File: src/rtl/rf_arb_pkg.sv
// Shared types and defaults for the register-file write-port arbiter.
package rf_arb_pkg;

  localparam int unsigned ADDR_W = 5;
  localparam int unsigned DATA_W = 32;

  localparam int unsigned DEF_DEPTH        = 4;
  localparam int unsigned DEF_STARVE_LIMIT = 8;

  localparam logic [ADDR_W-1:0] REG_ZERO = '0;

  // One register-file write: destination and data.
  typedef struct packed {
    logic [ADDR_W-1:0] addr;
    logic [DATA_W-1:0] data;
  } wr_req_t;

endpackage : rf_arb_pkg

File: src/rtl/rf_wr_fifo.sv
// MDU result FIFO: DEPTH entries of wr_req_t with per-slot valid bits so the
// arbiter can search all queued destinations for pending-write hazards.
//   clk, rst           clock, async active-low reset
//   push, push_req     enqueue request (ignored when full)
//   pop                dequeue head (ignored when empty)
//   head               oldest entry
//   count              occupancy 0..DEPTH
//   entry_valid/addr   per-slot occupancy and destination register
module rf_wr_fifo
  import rf_arb_pkg::*;
#(
  parameter int unsigned DEPTH = DEF_DEPTH
) (
  input  logic                             clk,
  input  logic                             rst,
  input  logic                             push,
  input  wr_req_t                          push_req,
  input  logic                             pop,
  output wr_req_t                          head,
  output logic [$clog2(DEPTH):0]           count,
  output logic [DEPTH-1:0]                 entry_valid,
  output logic [DEPTH-1:0][ADDR_W-1:0]     entry_addr
);

  localparam int unsigned PW = $clog2(DEPTH);
  localparam int unsigned CW = PW + 1;

  wr_req_t          mem [DEPTH];
  logic [PW-1:0]    wr_ptr;
  logic [PW-1:0]    rd_ptr;
  logic             do_push;
  logic             do_pop;
  logic [DEPTH-1:0] valid_nxt;

  assign do_push = push && (count != CW'(DEPTH));
  assign do_pop  = pop && (count != '0);
  assign head    = mem[rd_ptr];

  // Slot valid bits follow the pointers; pop and push never hit the same slot.
  always_comb begin
    valid_nxt = entry_valid;
    if (do_pop)  valid_nxt[rd_ptr] = 1'b0;
    if (do_push) valid_nxt[wr_ptr] = 1'b1;
  end

  always_comb begin
    for (int i = 0; i < int'(DEPTH); i++) entry_addr[i] = mem[i].addr;
  end

  // Pointers, count and valid bits.
  always_ff @(posedge clk or negedge rst) begin
    if (!rst) begin
      wr_ptr      <= '0;
      rd_ptr      <= '0;
      count       <= '0;
      entry_valid <= '0;
    end else begin
      entry_valid <= valid_nxt;
      if (do_push) wr_ptr <= PW'(wr_ptr + 1'b1);
      if (do_pop)  rd_ptr <= PW'(rd_ptr + 1'b1);
      case ({do_push, do_pop})
        2'b10:   count <= CW'(count + 1'b1);
        2'b01:   count <= CW'(count - 1'b1);
        default: count <= count;
      endcase
    end
  end

  // Storage needs no reset: valid bits gate every use.
  always_ff @(posedge clk) begin
    if (do_push) mem[wr_ptr] <= push_req;
  end

endmodule : rf_wr_fifo

File: src/rtl/rf_write_arbiter.sv
// Shares the register file's single write port between the pipeline
// writeback stage and a buffered MDU result stream, with a starvation guard
// and a pending-write query for the hazard unit.
//   clk, rst                         clock, async active-low reset
//   pipe_valid/ready/addr/data       pipeline writeback handshake
//   mdu_valid/ready/addr/data        MDU result handshake into the FIFO
//   rf_a3, rf_wd3, rf_we3            registered write port to the RF
//   q_addr, q_pending                hazard query: write to q_addr still queued
//   fifo_count                       FIFO occupancy (debug)
module rf_write_arbiter
  import rf_arb_pkg::*;
#(
  parameter int unsigned DEPTH        = DEF_DEPTH,
  parameter int unsigned STARVE_LIMIT = DEF_STARVE_LIMIT,
  parameter int unsigned ZERO_DISCARD = 1
) (
  input  logic                   clk,
  input  logic                   rst,
  input  logic                   pipe_valid,
  output logic                   pipe_ready,
  input  logic [ADDR_W-1:0]      pipe_addr,
  input  logic [DATA_W-1:0]      pipe_data,
  input  logic                   mdu_valid,
  output logic                   mdu_ready,
  input  logic [ADDR_W-1:0]      mdu_addr,
  input  logic [DATA_W-1:0]      mdu_data,
  output logic [ADDR_W-1:0]      rf_a3,
  output logic [DATA_W-1:0]      rf_wd3,
  output logic                   rf_we3,
  input  logic [ADDR_W-1:0]      q_addr,
  output logic                   q_pending,
  output logic [$clog2(DEPTH):0] fifo_count
);

  localparam int unsigned CW = $clog2(DEPTH) + 1;
  localparam int unsigned SW = $clog2(STARVE_LIMIT + 1);

  wr_req_t                      mdu_req;
  wr_req_t                      pipe_req;
  wr_req_t                      head;
  wr_req_t                      sel;
  logic [DEPTH-1:0]             entry_valid;
  logic [DEPTH-1:0][ADDR_W-1:0] entry_addr;
  logic [SW-1:0]                starve;
  logic                         fifo_busy;
  logic                         force_drain;
  logic                         pop;
  logic                         pipe_grant;
  logic                         issue;

  assign mdu_req.addr  = mdu_addr;
  assign mdu_req.data  = mdu_data;
  assign pipe_req.addr = pipe_addr;
  assign pipe_req.data = pipe_data;

  assign mdu_ready = (fifo_count < CW'(DEPTH));

  rf_wr_fifo #(
    .DEPTH(DEPTH)
  ) u_fifo (
    .clk        (clk),
    .rst        (rst),
    .push       (mdu_valid && mdu_ready),
    .push_req   (mdu_req),
    .pop        (pop),
    .head       (head),
    .count      (fifo_count),
    .entry_valid(entry_valid),
    .entry_addr (entry_addr)
  );

  // Arbitration: pipeline wins unless the FIFO head has starved too long.
  assign fifo_busy   = (fifo_count != '0);
  assign force_drain = fifo_busy && (starve == SW'(STARVE_LIMIT));
  assign pipe_ready  = !force_drain;
  assign pop         = fifo_busy && (force_drain || !pipe_valid);
  assign pipe_grant  = pipe_valid && !force_drain;

  // Granted request and whether it actually reaches the RF (x0 is dropped).
  always_comb begin
    sel   = pop ? head : pipe_req;
    issue = pop || pipe_grant;
    if ((ZERO_DISCARD != 0) && (sel.addr == REG_ZERO)) issue = 1'b0;
  end

  // Starve counter: cycles the non-empty FIFO has lost, saturating.
  always_ff @(posedge clk or negedge rst) begin
    if (!rst) begin
      starve <= '0;
    end else if (!fifo_busy || pop) begin
      starve <= '0;
    end else if (starve != SW'(STARVE_LIMIT)) begin
      starve <= SW'(starve + 1'b1);
    end
  end

  // Issue register; address/data hold when nothing is written.
  always_ff @(posedge clk or negedge rst) begin
    if (!rst) begin
      rf_we3 <= 1'b0;
      rf_a3  <= '0;
      rf_wd3 <= '0;
    end else begin
      rf_we3 <= issue;
      if (issue) begin
        rf_a3  <= sel.addr;
        rf_wd3 <= sel.data;
      end
    end
  end

  // Pending query covers queued entries and the write still in the register stage.
  always_comb begin
    q_pending = 1'b0;
    for (int i = 0; i < int'(DEPTH); i++) begin
      if (entry_valid[i] && (entry_addr[i] == q_addr)) q_pending = 1'b1;
    end
    if (rf_we3 && (rf_a3 == q_addr)) q_pending = 1'b1;
    if ((ZERO_DISCARD != 0) && (q_addr == REG_ZERO)) q_pending = 1'b0;
  end

endmodule : rf_write_arbiter
File: config.mk
export PLATFORM = sky130hd
export DESIGN_NAME = rf_write_arbiter
export DESIGN_NICKNAME = d
export VERILOG_FILES = /design/src/rtl/rf_arb_pkg.sv /design/src/rtl/rf_wr_fifo.sv /design/src/rtl/rf_write_arbiter.sv
export SDC_FILE = /design/constraint.sdc
export NUM_CORES = 1
export LEC_CHECK = 0
export BUFFER_PORTS_ARGS = -buffer_cell sky130_fd_sc_hd__buf_4
export CAP_MARGIN = 20
export CORE_MARGIN = 2
export CORE_UTILIZATION = 40
export DETAILED_ROUTE_END_ITERATION = 8
export PLACE_DENSITY = 0.73
export SLEW_MARGIN = 10
export SYNTH_ARGS = -nofsm -noshare
export SYNTH_HDL_FRONTEND = slang
export SYNTH_HIERARCHICAL = 1
export SYNTH_SLANG_ARGS = --single-unit
File: constraint.sdc
create_clock -name clk -period 2.7 [get_ports clk]
set_input_delay 0.27 -clock clk [delete_from_list [all_inputs] [get_ports clk]]
set_output_delay 0.27 -clock clk [all_outputs]
set_load 0.05 [all_outputs]
### After elaboration in Yosys (flattened, before gate mapping)

Memory sizes are Yosys's and may differ from the RTL's.
Index checks and enable logic that the tools add are counted.

| operators by class | value |
|---|---|
| add/subtract/negate cells | 5 |
| $lt $le $gt $ge | 5 |
| equality and inequality tests | 10 |
| muxes and demuxes | 19 |
| bitwise logic cells | 3 |
| reductions and logical operators | 24 |

Operators with widths:

| kind | number |
|---|---|
| 37-bit two-way mux | 1 |
| 5-bit equality test | 5 |
| 4-bit two-way mux | 4 |
| 1-bit logical AND | 13 |
| 1-bit two-way mux | 11 |
| 5-bit zero test | 2 |
| 2-bit by 3-bit < comparator with 1-bit output, second input constant | 2 |
| 3-bit case mux with 2 select lines | 1 |
| 2-bit by 1-bit adder with 2-bit output, second input constant | 2 |
| 4-bit by 1-bit adder with 4-bit output, second input constant | 1 |
| 4-bit bitwise AND | 1 |
| 1-bit demux with 2-bit select | 2 |
| 4-bit equality test, second input constant | 1 |
| 2-bit by 1-bit >= comparator with 1-bit output, second input constant | 2 |
| 4-bit inequality test, second input constant | 1 |
| 4-bit NOT | 1 |
| 4-bit OR | 1 |
| 2-bit nonzero test | 2 |
| 3-bit by 1-bit adder with 3-bit output, second input constant | 1 |
| 1-bit zero test | 3 |
| 1-bit logical OR | 3 |
| 3-bit < comparator, second input constant | 1 |
| 3-bit inequality test, second input constant | 1 |
| 3-bit nonzero test | 1 |
| other kinds (3) | 3 |

| word-level totals | value |
|---|---|
| bits in registers | 53 |
| memory bits (writable) | 148 |
| bits of input ports | 83 |
| output and inout port bits | 44 |
| logic and storage cells | 75 |
| memories kept | 1 |

Memories:

| memory | depth | width | read ports | clocked after Yosys merged registers in | write ports | RTL line | source |
|---|---|---|---|---|---|---|---|
| u_fifo.mem | 4 | 37 | 5 | 0 | 1 | rf_wr_fifo.sv:28 | `wr_req_t mem [DEPTH];` |

### Longest topological paths before layout

Gate-level depths: netlist (run 1).

| logic depth | value |
|---|---|
| word-level depth | 9 |
| depth in mapped cells | 13 |
| gate-level depth less buffers | 11 |

### Cells and area by module

The synthesis (run 1) kept the hierarchy.

By module, submodules not included:

| module | times used | cells each | area an instance (µm²) | sequential area each (µm²) |
|---|---|---|---|---|
| rf_wr_fifo | 1 | 270 | 6123.4 | 4719.5 |
| rf_write_arbiter | 1 | 240 | 2626.3 | 1051.0 |

### Least setup slack after synthesis (run 1)

Ideal clock, no wire load.

| timing | value |
|---|---|
| kind | register to register |
| start | register u_fifo.count[2] |
| end | register u_fifo.count[2] |
| library setup time | 150 ps |
| data arrival time | 2540 ps |
| required time | 2550 ps |
| slack | 10 ps |
| cell stages (with the launch flop) | 12 |
| buffers on the path | 2 |
| period minus slack after synthesis | 2690 ps |
| path through | dfrtp_1 nor3_2 a21oi_1 buf_2 o31a_1 buf_2 ha_1 inv_1 fa_1 xor2_1 nor2_1 xor2_1 |

| between the ends | value |
|---|---|
| word-level cells in the longest chain between the ends | 7 |
| elaborated cells on any way between the ends | 15 |
| classes of those cells | 2 x add/sub; 1 x order compare; 3 x eq/ne; 1 x mux; 8 x reduce/logical |

Ends and longest elaborated chain:

| item | RTL line | source |
|---|---|---|
| from (decl) | rf_wr_fifo.sv:20 | `output logic [$clog2(DEPTH):0] count,` |
| from (signal assigned) | rf_wr_fifo.sv:62 | `2'b10: count <= CW'(count + 1'b1);` |
| from (signal assigned) | rf_wr_fifo.sv:63 | `2'b01: count <= CW'(count - 1'b1);` |
| from (signal assigned) | rf_wr_fifo.sv:64 | `default: count <= count;` |
| 3-bit nonzero test * | rf_write_arbiter.sv:73 | `assign fifo_busy = (fifo_count != '0);` |
| 1-bit logical AND | rf_write_arbiter.sv:74 | `assign force_drain = fifo_busy && (starve == SW'(STARVE_LIMIT));` |
| 1-bit logical OR | rf_write_arbiter.sv:76 | `assign pop = fifo_busy && (force_drain \|\| !pipe_valid);` |
| 1-bit logical AND * | rf_write_arbiter.sv:76 |  |
| net pop | rf_write_arbiter.sv:47 | `logic pop;` |
| 1-bit logical AND * | rf_wr_fifo.sv:36 | `assign do_pop = pop && (count != '0);` |
| 2-bit by 1-bit equality test with 1-bit output or 2-bit equality test (tied branches) | rf_wr_fifo.sv:61 | `case ({do_push, do_pop})` |
| 3-bit case mux with 2 select lines or 2-bit nonzero test (tied branches) | -- |  |

The timed path passes the listed nets; every way through them passes the cells marked *.
A chain may end at the register's enable or synchronous reset.

==> results by group, run 1 <==
Run status
  • Status: complete, no violations

Route
  • Final wirelength: 17,920 um
  • DRC: 0
  • Avg Vias per Cell: 5.023
  • WL per Instance: 18.59 um
  • Via count: 4,842
  • Drt first pass iters: 4
  • Routed Antenna Nets: 0
  • DRT iter0 DRCs: 252

GRT
  • Total GRT Usage: 15.77%
  • Largest net degree at the start of global routing: 54
  • First-pass GRT wire length: 29,110 um
  • Vias in the first global route: 5,309
  • Initial antenna violation count: 0
  • Grt total ovfl: 0

Yosys
  • Syn nets: 605
  • Seq/Total Area, Yosys: 65.95%
  • Synthesized flop and latch total: 201
  • Top_reg_cell synth: edfxtp_1
  • Synthesized instance count: 510
  • Ys async rst share: 26.37%
  • Synthesized area: 8750 sq um
  • Post-synth EDFFs: 148
  • Synth cell types: 41
  • Yosys warns: 6
  • Mean Syn Cell Area: 17.16 sq um

Clocking
  • CTS root buf: clkbuf_16
  • Post-cts resize count: 0
  • TritonCTS clock tree: built
  • Clock tree sinks: 201
  • Clock Latency Late Sink: 490 ps
  • Setup bufs post-CTS: 0
  • CTS buffer count: 22
  • Worst-path clk slew: 60 ps
  • Max clock buf depth: 3
  • CTS H-Tree Depth: 1

Placement
  • Post-DP HPWL: 11,790 um
  • Buffers on Ports: 126
  • Gpl congestion: 0.8564

STA
  • Setup Skew: 13.28 ps
  • F_max: 0.3928 GHz
  • Final Critical Period: 2546 ps
  • Setup_tns: 0 ps
  • Final Hold Viols: 0
  • Setup Viol. Count Final: 0
  • Slew Limit Fails: 0
  • Slew HR: 51.29%
  • Worst-Margin Slew: 730.7 ps
  • Fin Hold WS: 76.69 ps
  • RSZ-0062 raised after global routing: false
  • Fin crit share: 94.29%

Setup path
  • Max stage delay cell, worst path: or4_1
  • CP bufs+invs: 1
  • Critical Path Fanout Max: 38
  • Crit path cell chain: mux4_2, or4_1, a211oi_2, o31ai_4, buf_12, nor2_2, a21oi_2
  • CP arrival: 2910 ps
  • Startpoint types: register
  • Max incr delay on CP: 580 ps
  • Crit end category: register
  • CP Class: register to register
  • CP Data Required Time: 3060 ps
  • CP delay by family, top: simple AND/OR/NAND/NOR gates

Cells and area
  • Final core utilization: 50.72%
  • Most frequent cells in the layout: 148 x edfxtp_1, 141 x buf_4, 51 x dfrtp_1
  • Layout cells sized above 1: 42.69%
  • Most common cell after layout, fill and taps aside: edfxtp_1
  • Area Growth Syn to Fin: 25.34%
  • Diodes inserted: 0
  • Nets: 763

Power
  • PD cells: 1127 nW/um^2
  • Leak Pwr: 4.145 nW
  • Pwr Total: 12.36 mW
  • Peak VDD IR: 705.3 uV

Min path
  • Worst Hold Class: input pin to register

Die
  • Starting density of the core: 40.47%
  • Chip width: 151.9 um
  • # rows: 54
  • Core ar.: 21,620 sq um
  • Die span in y: 151.9 um
  • Die footprint: 23,070 sq um
  • Ports: 127

Job
  • Max cap viols: 0
sequential cells by signal, indices dropped and copies added, names as in the netlist:
name	flops
rf_wd3	32
starve	4
rf_a3	5
u_fifo/wr_ptr	2
rf_we3	1
u_fifo/mem	148
u_fifo/rd_ptr	2
u_fifo/count	3
u_fifo/entry_valid	4
worst min-delay path, stage by stage:
cell and delay (ps):
buf_4 70, mux2i_1 60, a21oi_2 120
metrics by stage:
step / setup slack (ps) / cells / instance area (sq um)
2_1_floorplan: 10.34 / 510 / 8750
3_3_place_gp: 249.6 / 886 / 9856
3_5_place_dp: 155.5 / 886 / 9856
4_1_cts: 143.8 / 964 / 10970
5_1_grt: 59.33 / 964 / 10970
6_report: 154.1 / 964 / 10970
timing repair:
| item | 4_1_cts | 5_1_grt |
|---|---|---|
| hold endpoints to repair | 201 | 0 |
| hold buffers | 38 | 0 |
| setup endpoints to repair | 0 | 0 |
Yosys cell counts, types with 3 or more instances:
master | instances | area [sq um]
buf_4 | 22 | 165.2
nor2_2 | 33 | 206.5
buf_2 | 8 | 40.04
mux4_2 | 37 | 833.3
nor4_1 | 5 | 31.28
a21oi_2 | 35 | 306.5
and2_1 | 4 | 25.02
nor2_1 | 9 | 33.78
inv_1 | 14 | 52.55
nand3_1 | 9 | 45.04
nand2_1 | 8 | 30.03
edfxtp_1 | 148 | 4444
dfrtp_1 | 53 | 1326
o21ai_0 | 3 | 15.01
a22o_1 | 4 | 35.03
mux2i_1 | 37 | 370.4
ha_1 | 11 | 137.6
xor2_1 | 23 | 201.4
buf_6 | 8 | 90.09
xnor2_1 | 9 | 78.83
clkbuf_1 | 7 | 26.28
worst paths after layout:
kind                                   from                to  slack (ps)  cells past startpoint
max                        u_fifo/rd_ptr[0]         rf_wd3[3]         150                      7
min                           pipe_data[19]        rf_wd3[19]          80                      3
max reg2reg                u_fifo/rd_ptr[0]         rf_wd3[3]         150                      7
min reg2reg                       starve[0]         starve[0]         500                      1
max in group asynchronous               rst  u_fifo/rd_ptr[1]        1790                      2
min in group asynchronous               rst          rf_a3[0]         390                      2
logic make-up after synthesis:
logic type / share of synthesized area [%]
AND/OR/NAND/NOR: 5.248
AO/OA/AOI/OAI: 5.177
XOR/XNOR: 3.203
adder cells (fa/ha/maj): 1.802
buffers and inverters: 4.733
multiplexers: 13.89
flip-flops: 65.95
area by class of cell:
type / count / area [sq um]
Fill cell: 1796 / 10650
Timing Repair Buffer: 181 / 1479
Tap cell: 280 / 350.3
Clock buffer: 29 / 598.1
Clock inverter: 11 / 132.6
Inverter: 14 / 52.55
Multi-Input combinational cell: 248 / 2581
Sequential cell: 201 / 5773
power by group:
part	switching, mW	internal (mW)	leakage [nW]
combinational	2.93	1.90	1.83
sequential	0.456	4.07	1.96
clock	1.15	1.85	0.356
routing by layer:
layer | vias up | wire length [um] | global-route usage, % | share of wire (%)
met5 | - | 0 | 0 | 0
met4 | 0 | 230 | 3.160 | 1.3
met3 | 21 | 1102 | 3.851 | 6.1
met2 | 171 | 8951 | 27.22 | 50
met1 | 2438 | 7636 | 20.45 | 43
li1 | 2212 | - | - | -
(Power assumes the default switching activity.)
==> inputs of run 2 (changes only) <==
--- a/config.mk
+++ b/config.mk
@@ -8,5 +8,6 @@
 export BUFFER_PORTS_ARGS = -buffer_cell sky130_fd_sc_hd__buf_4
-export CAP_MARGIN = 20
+export CAP_MARGIN = 5
 export CORE_MARGIN = 2
 export CORE_UTILIZATION = 40
+export CTS_CLUSTER_SIZE = 14
 export DETAILED_ROUTE_END_ITERATION = 8
==> constraint.sdc (replaced) <==
create_clock -name clk -period 2.7 [get_ports clk]
set_input_delay 0.81 -clock clk [delete_from_list [all_inputs] [get_ports clk]]
set_output_delay 0.81 -clock clk [all_outputs]
set_load 0.05 [all_outputs]
==> run 2 against run 1 <==
  * The flow now finishes with violations (setup timing)
  * Largest cell class unchanged
  * Via count decreased by 2.9%
  * Flip-flop and latch count unchanged
  * Sequential power about the same
  * Final area shrank 2.6%
  * Fmax fell by 8.0%
  * Global-route usage is 0.14 points lower
  * Core utilization is 1.3 points lower
  * Setup slack lost 220 ps
  * Cell count down 3.5%
  * Clock power down 5%
==> results by group, run 2 (synthesis results as in run 1) <==
STA
  • Fin Hold WS: 366.8 ps (+290.1 ps)
  • Fin crit share: 102.5% (+8.2 points)
  • RSZ-0062 raised after global routing: true
  • Setup_tns: -66.59 ps (-66.59 ps)
  • Setup Viol. Count Final: 1 (+1)
  • Setup Skew: 14.00 ps (+0.7192 ps)
  • Slew HR: 49.65% (-1.6 points)
  • Fin worst setup slack: -66.59 ps (-220.7 ps)
  • Slew Limit Fails: 0 (unchanged)
  • Final Hold Viols: 0 (unchanged)
  • Final Critical Period: 2767 ps (+220.7 ps)
  • Worst-Margin Slew: 755.3 ps (+24.58 ps)
  • F_max: 0.3615 GHz (-8.0%)

Setup path
  • CP Class: input pin to primary output
  • CP arrival: 1960 ps (-950 ps)
  • CP Capture Point: q_pending
  • Reg-to-Reg End: rf_wd3[19]
  • Critical Path Fanout Max: 6 (-84%)
  • Crit end category: primary output
  • Max incr delay on CP: 310 ps (-270 ps)
  • Reg2reg setup slack: 160 ps (about the same)
  • R2R Path Start: u_fifo/rd_ptr[0]
  • Reg2reg path depth: 7 (unchanged)
  • Startpoint types: input pin
  • Max stage delay cell, worst path: nor4_2
  • CP Data Required Time: 1890 ps (-1170 ps)
  • Crit path from: q_addr[2]
  • Crit path cell chain: buf_4, xor2_1, nor4_2, nand3_1, nand2_1, o22a_4, buf_8

Run status
  • Status: complete, but fails checks
  • Failing checks: setup timing

Clocking
  • Clock Latency Late Sink: 500 ps (about the same)
  • Clock tree sinks: 201 (unchanged)
  • Worst-path clk slew: 60 ps (about the same)
  • Setup bufs post-CTS: 0 (unchanged)
  • CTS Hold Bufs: 0 (-100%)
  • Max clock buf depth: 3 (unchanged)
  • CTS H-Tree Depth: 1 (unchanged)
  • CTS root buf: clkbuf_16
  • TritonCTS clock tree: built
  • CTS buffer count: 23 (+4.5%)

Cells and area
  • Final instance area: 10,680 sq um (-2.6%)
  • Layout cells sized above 1: 46.46% (+3.8 points)
  • Most common cell after layout, fill and taps aside: edfxtp_1
  • Max FFs per register: 148 (unchanged)
  • Final core utilization: 49.39% (-1.3 points)
  • Most frequent cells in the layout: 148 x edfxtp_1, 136 x buf_4, 51 x dfrtp_1
  • Area of the multi-input gates: 2603 sq um (+0.82%)
  • Area Growth Syn to Fin: 22.05%
  • Nets: 728 (-4.6%)
  • Fill count: 1,809 (+0.72%)
  • Largest regs: u_fifo/mem x148, rf_wd3 x32, rf_a3 x5
  • Diodes inserted: 0 (unchanged)
  • Top reg by flops: u_fifo/mem
  • Register area: 5773 sq um (unchanged)

Route
  • Routed Antenna Nets: 0 (unchanged)
  • Avg Vias per Cell: 5.056 (+0.66%)
  • Final wirelength: 17,880 um (-0.24%)
  • DRC: 0 (unchanged)
  • Drt first pass iters: 4 (unchanged)
  • Via count: 4,702 (-2.9%)
  • WL per Instance: 19.22 um (+3.4%)
  • DRT iter0 DRCs: 193 (-23%)

Placement
  • Post-DP HPWL: 12,060 um (+2.4%)
  • Gpl congestion: 0.8632 (+0.79%)
  • Placement Cell Area: 9955 sq um (+1.0%)
  • Buffers on Ports: 126 (unchanged)

Die
  • Starting density of the core: 40.47% (unchanged)
  • Chip width: 151.9 um (unchanged)
  • Die footprint: 23,070 sq um (unchanged)
  • Core ar.: 21,620 sq um (unchanged)
  • # rows: 54 (unchanged)
  • Ports: 127 (unchanged)
  • Die span in y: 151.9 um (unchanged)

Power
  • Peak VDD IR: 758.1 uV (+7.5%)
  • PD cells: 1147 nW/um^2 (+1.9%)
  • Leak Pwr: 3.998 nW (-3.5%)
  • Pwr Total: 12.25 mW (-0.82%)

GRT
  • First-pass GRT wire length: 28,590 um (-1.8%)
  • Vias in the first global route: 5,204 (-2.0%)
  • Grt total ovfl: 0 (unchanged)
  • Largest net degree at the start of global routing: 54 (unchanged)
  • Total GRT Usage: 15.63% (-0.14 points)
  • Initial antenna violation count: 0 (unchanged)

Job
  • Max cap viols: 0 (unchanged)

Min path
  • Worst Hold Class: input pin to asynchronous set/reset pin
[run 2: changes by cell type in the layout (fill, tap and decap cells not counted), sizes merged]
| cell | before | now |
|---|---|---|
| clkinv | 7 | 10 |
| inv | 15 | 16 |
| clkbuf | 29 | 25 |
| clkinvlp | 0 | 4 |
| dlygate4sd3 | 38 | 0 |
| bufinv | 3 | 1 |
| buf | 143 | 145 |
[run 2: critical path: cells and delay by family]
kind | cells | cell delay, ps
AOI/OAI and AO/OA | 1 | 150
and+or+nand+nor | 3 | 550
buffers and inverters | 2 | 280
xor gates and xnor gates | 1 | 170
[run 2: timing repair]
action,in CTS,in global routing
cloned,0,0
pin swaps,2,2
gates resized for setup,2,2
setup endpoints to repair,1,1
[run 2: stage by stage]
stage          setup slack, ps  cells
2_1_floorplan           -7.078    510
4_1_cts                 -72.39    930
6_report                -66.59    930
3_3_place_gp            -61.23    888
3_5_place_dp            -96.50    888
5_1_grt                 -120.6    930
[run 2: area by class of cell]
type / count / area share [%]
Timing Repair Buffer: 145 / 11.20
Clock inverter: 17 / 1.136
Tap cell: 280 / 3.281
Inverter: 14 / 0.4921
Multi-Input combinational cell: 248 / 24.37
Sequential cell: 201 / 54.06
Clock buffer: 25 / 5.460
[run 2: routing by layer]
metal  global-route usage, %  vias up  wire length [um]
met5                       0        -                 0
met4                   4.317        0               346
met3                   4.079       29              1216
met2                   26.45      155              8872
met1                   20.07     2371              7443
li1                        -     2147                 -
[run 2: worst min path at each step]
stage / from / to / slack, ps
global route: rst / u_fifo/count[1] / 420
CTS: rst / u_fifo/count[0] / 400
finish: rst / u_fifo/count[0] / 370
detailed placement: starve[0] / starve[0] / 500
global placement: starve[0] / starve[0] / 460
floorplan: starve[0] / starve[0] / 450
[run 2: power breakdown]
part	internal, mW	total, mW	switching, mW
clock	1.66	2.86	1.19
sequential	4.07	4.52	0.446
combinational	1.91	4.88	2.97
total	7.65	12.3	4.61
==> inputs of run 3 (changes only) <==
- PLACE_DENSITY: 0.73 -> 0.63
- clock period: 2.7 -> 3.2 ns (I/O delays scaled with it)
==> run 3 against run 2 <==
  * The flow now finishes without violations
  * Non-clock buffer count down 4
  * Final area fell by 0.95%
  * Setup slack improved by 180 ps
  * Sequential power fell by 15%
  * Die area did not move
  * Critical path depth stayed put
  * Global-route usage is 0.19 points lower
  * Flip-flop and latch count unchanged
  * Routed wire length shrank 1.3%
  * Worst hold slack gained 130 ps
  * Core utilization down 0.47 points
  * Largest cell class unchanged
==> results by group, run 3 (synthesis results as in run 1) <==
Cells and area
  • Nets: 723 (-0.69%)
  • Area Growth Syn to Fin: 20.89%
  • Layout cells sized above 1: 45.65% (-0.81 points)
  • Final core utilization: 48.92% (-0.47 points)
  • Most common cell after layout, fill and taps aside: edfxtp_1
  • Max FFs per register: 148 (unchanged)
  • Most frequent cells in the layout: 148 x edfxtp_1, 140 x buf_4, 51 x dfrtp_1
  • Top reg by flops: u_fifo/mem
  • Largest regs: u_fifo/mem x148, rf_wd3 x32, rf_a3 x5
  • Diodes inserted: 0 (unchanged)
  • Final instance area: 10,580 sq um (-0.95%)

Setup path
  • CP arrival: 2130 ps (+170 ps)
  • Startpoint types: input pin
  • Crit path cell chain: buf_4, xor2_1, nor4_1, nand3_1, nand3_1, o22a_1, buf_4
  • CP delay by family, top: simple AND/OR/NAND/NOR gates
  • CP Class: input pin to primary output
  • CP bufs+invs: 2 (unchanged)
  • Crit end category: primary output
  • CP Data Required Time: 2240 ps (+350 ps)
  • Critical Path Fanout Max: 6 (unchanged)
  • Max stage delay cell, worst path: nor4_1
  • Max incr delay on CP: 300 ps (about the same)

Clocking
  • TritonCTS clock tree: built
  • Setup bufs post-CTS: 0 (unchanged)
  • CTS H-Tree Depth: 1 (unchanged)
  • CTS Hold Bufs: 0 (unchanged)
  • CTS buffer count: 22 (-4.3%)
  • Worst-path clk slew: 60 ps (about the same)
  • Clock tree sinks: 201 (unchanged)
  • Max clock buf depth: 3 (unchanged)
  • Post-cts resize count: 0 (-2)
  • Clock Latency Late Sink: 490 ps (about the same)
  • CTS root buf: clkbuf_16

Die
  • Die span in y: 151.9 um (unchanged)
  • Die footprint: 23,070 sq um (unchanged)
  • Ports: 127 (unchanged)
  • # rows: 54 (unchanged)
  • Core ar.: 21,620 sq um (unchanged)
  • Starting density of the core: 40.47% (unchanged)
  • Chip width: 151.9 um (unchanged)

Power
  • Switching portion of total power: 36.75% (-0.86 points)
  • Pint: 6.575 mW (-14%)
  • Sw Pwr: 3.820 mW (-17%)
  • Leak Pwr: 3.987 nW (-0.29%)
  • Clock Power Share: 24.9% (+1.6 points)
  • Combinational Power Share: 38.4% (-1.4 points)
  • Reg power frac: 36.7% (-0.2 points)
  • Peak VDD IR: 580.4 uV (-23%)
  • PD cells: 982.7 nW/um^2 (-14%)

Route
  • Routed Antenna Nets: 0 (unchanged)
  • DRT iter0 DRCs: 254 (+32%)
  • Avg Vias per Cell: 5.037 (-0.38%)
  • WL per Instance: 19.10 um (-0.65%)
  • DRC: 0 (unchanged)
  • Drt first pass iters: 4 (unchanged)
  • Final wirelength: 17,650 um (-1.3%)
  • Via count: 4,654 (-1.0%)

STA
  • Worst-Margin Slew: 801.2 ps (+45.93 ps)
  • Fin worst setup slack: 110.5 ps (+177.0 ps)
  • F_max: 0.3237 GHz
  • Setup_tns: 0 ps (+66.59 ps)
  • Setup Skew: 7.878 ps (-6.118 ps)
  • Slew Limit Fails: 0 (unchanged)
  • Setup Viol. Count Final: 0 (-1)
  • Final Critical Period: 3090 ps
  • Slew HR: 46.58% (-3.1 points)
  • RSZ-0062 raised after global routing: false
  • Final Hold Viols: 0 (unchanged)
  • Fin crit share: 96.55%

Run status
  • Status: complete, no violations

Min path
  • Worst Hold Class: register to register

Job
  • Max cap viols: 0 (unchanged)

Placement
  • Post-DP HPWL: 11,660 um (-3.4%)
  • Placement Cell Area: 9828 sq um (-1.3%)
  • Gpl congestion: 0.8197 (-5.0%)
  • Buffers on Ports: 126 (unchanged)
  • Place WS: 134.8 ps (+231.3 ps)

GRT
  • Total GRT Usage: 15.44% (-0.19 points)
  • Initial antenna violation count: 0 (unchanged)
  • Vias in the first global route: 5,213 (+0.17%)
  • Grt total ovfl: 0 (unchanged)
  • First-pass GRT wire length: 28,600 um (about the same)
  • Largest net degree at the start of global routing: 73 (+35%)
-- run 3: cell count changes in the layout (fill, tap and decap cells not counted) --
cell / before / now
buf_12: 8 / 1
buf_4: 136 / 140
clkinvlp_4: 4 / 0
clkinv_1: 5 / 2
bufinv_16: 1 / 3
clkbuf_1: 2 / 4
clkbuf_8: 0 / 2
nor4_1: 3 / 5
nor4_2: 2 / 0
buf_8: 1 / 0
inv_6: 2 / 1
o22a_1: 0 / 1
o22a_4: 1 / 0
-- run 3: routing by layer --
metal | share of wire, % | routed length [um] | track usage, % | vias to the layer above
li1 | - | - | - | 2131
met1 | 43 | 7595 | 19.81 | 2393
met2 | 51 | 8948 | 26.96 | 104
met3 | 4.2 | 745 | 2.824 | 26
met4 | 2.0 | 359 | 4.450 | 0
met5 | 0 | 0 | 0 | -
-- run 3: worst paths after layout --
check / slack [ps] / start / to / cells after the start
worst min register to register: 500 / starve[0] / starve[0] / 1
min in group asynchronous: 560 / rst / u_fifo/count[1] / 1
worst max register to register: 450 / u_fifo/rd_ptr[0] / rf_wd3[28] / 7
max in group asynchronous: 2090 / rst / u_fifo/rd_ptr[0] / 1
worst max-delay path: 110 / q_addr[3] / q_pending / 7
worst min-delay path: 500 / starve[0] / starve[0] / 1
-- run 3: cell type report --
cell class / count / area (sq um)
fill: 1868 / 11040
sequential: 201 / 5773
multi-input combinational: 248 / 2581
timing repair buffer: 141 / 1071
clock buffer: 29 / 618.1
tap: 280 / 350.3
clock inverter: 11 / 131.4
inverter: 14 / 52.55
-- run 3: power by group through the flow --
stage	registers (mW)	logic, mW	clock network (mW)
after floorplan	4.69	2.22	0
after global placement	3.84	3.98	0
after detailed placement	3.88	4.05	0
after CTS	3.83	4.06	2.65
after global routing	3.89	4.28	2.75
final	3.82	3.99	2.58
-- run 3: metrics by stage --
stage | cells | power [mW] | hold WS (ps)
2_1_floorplan | 510 | 6.905 | 454.4
3_3_place_gp | 884 | 7.817 | 465.3
3_5_place_dp | 884 | 7.930 | 488.1
4_1_cts | 924 | 10.54 | 496.8
5_1_grt | 924 | 10.92 | 530.9
6_report | 924 | 10.39 | 497.1
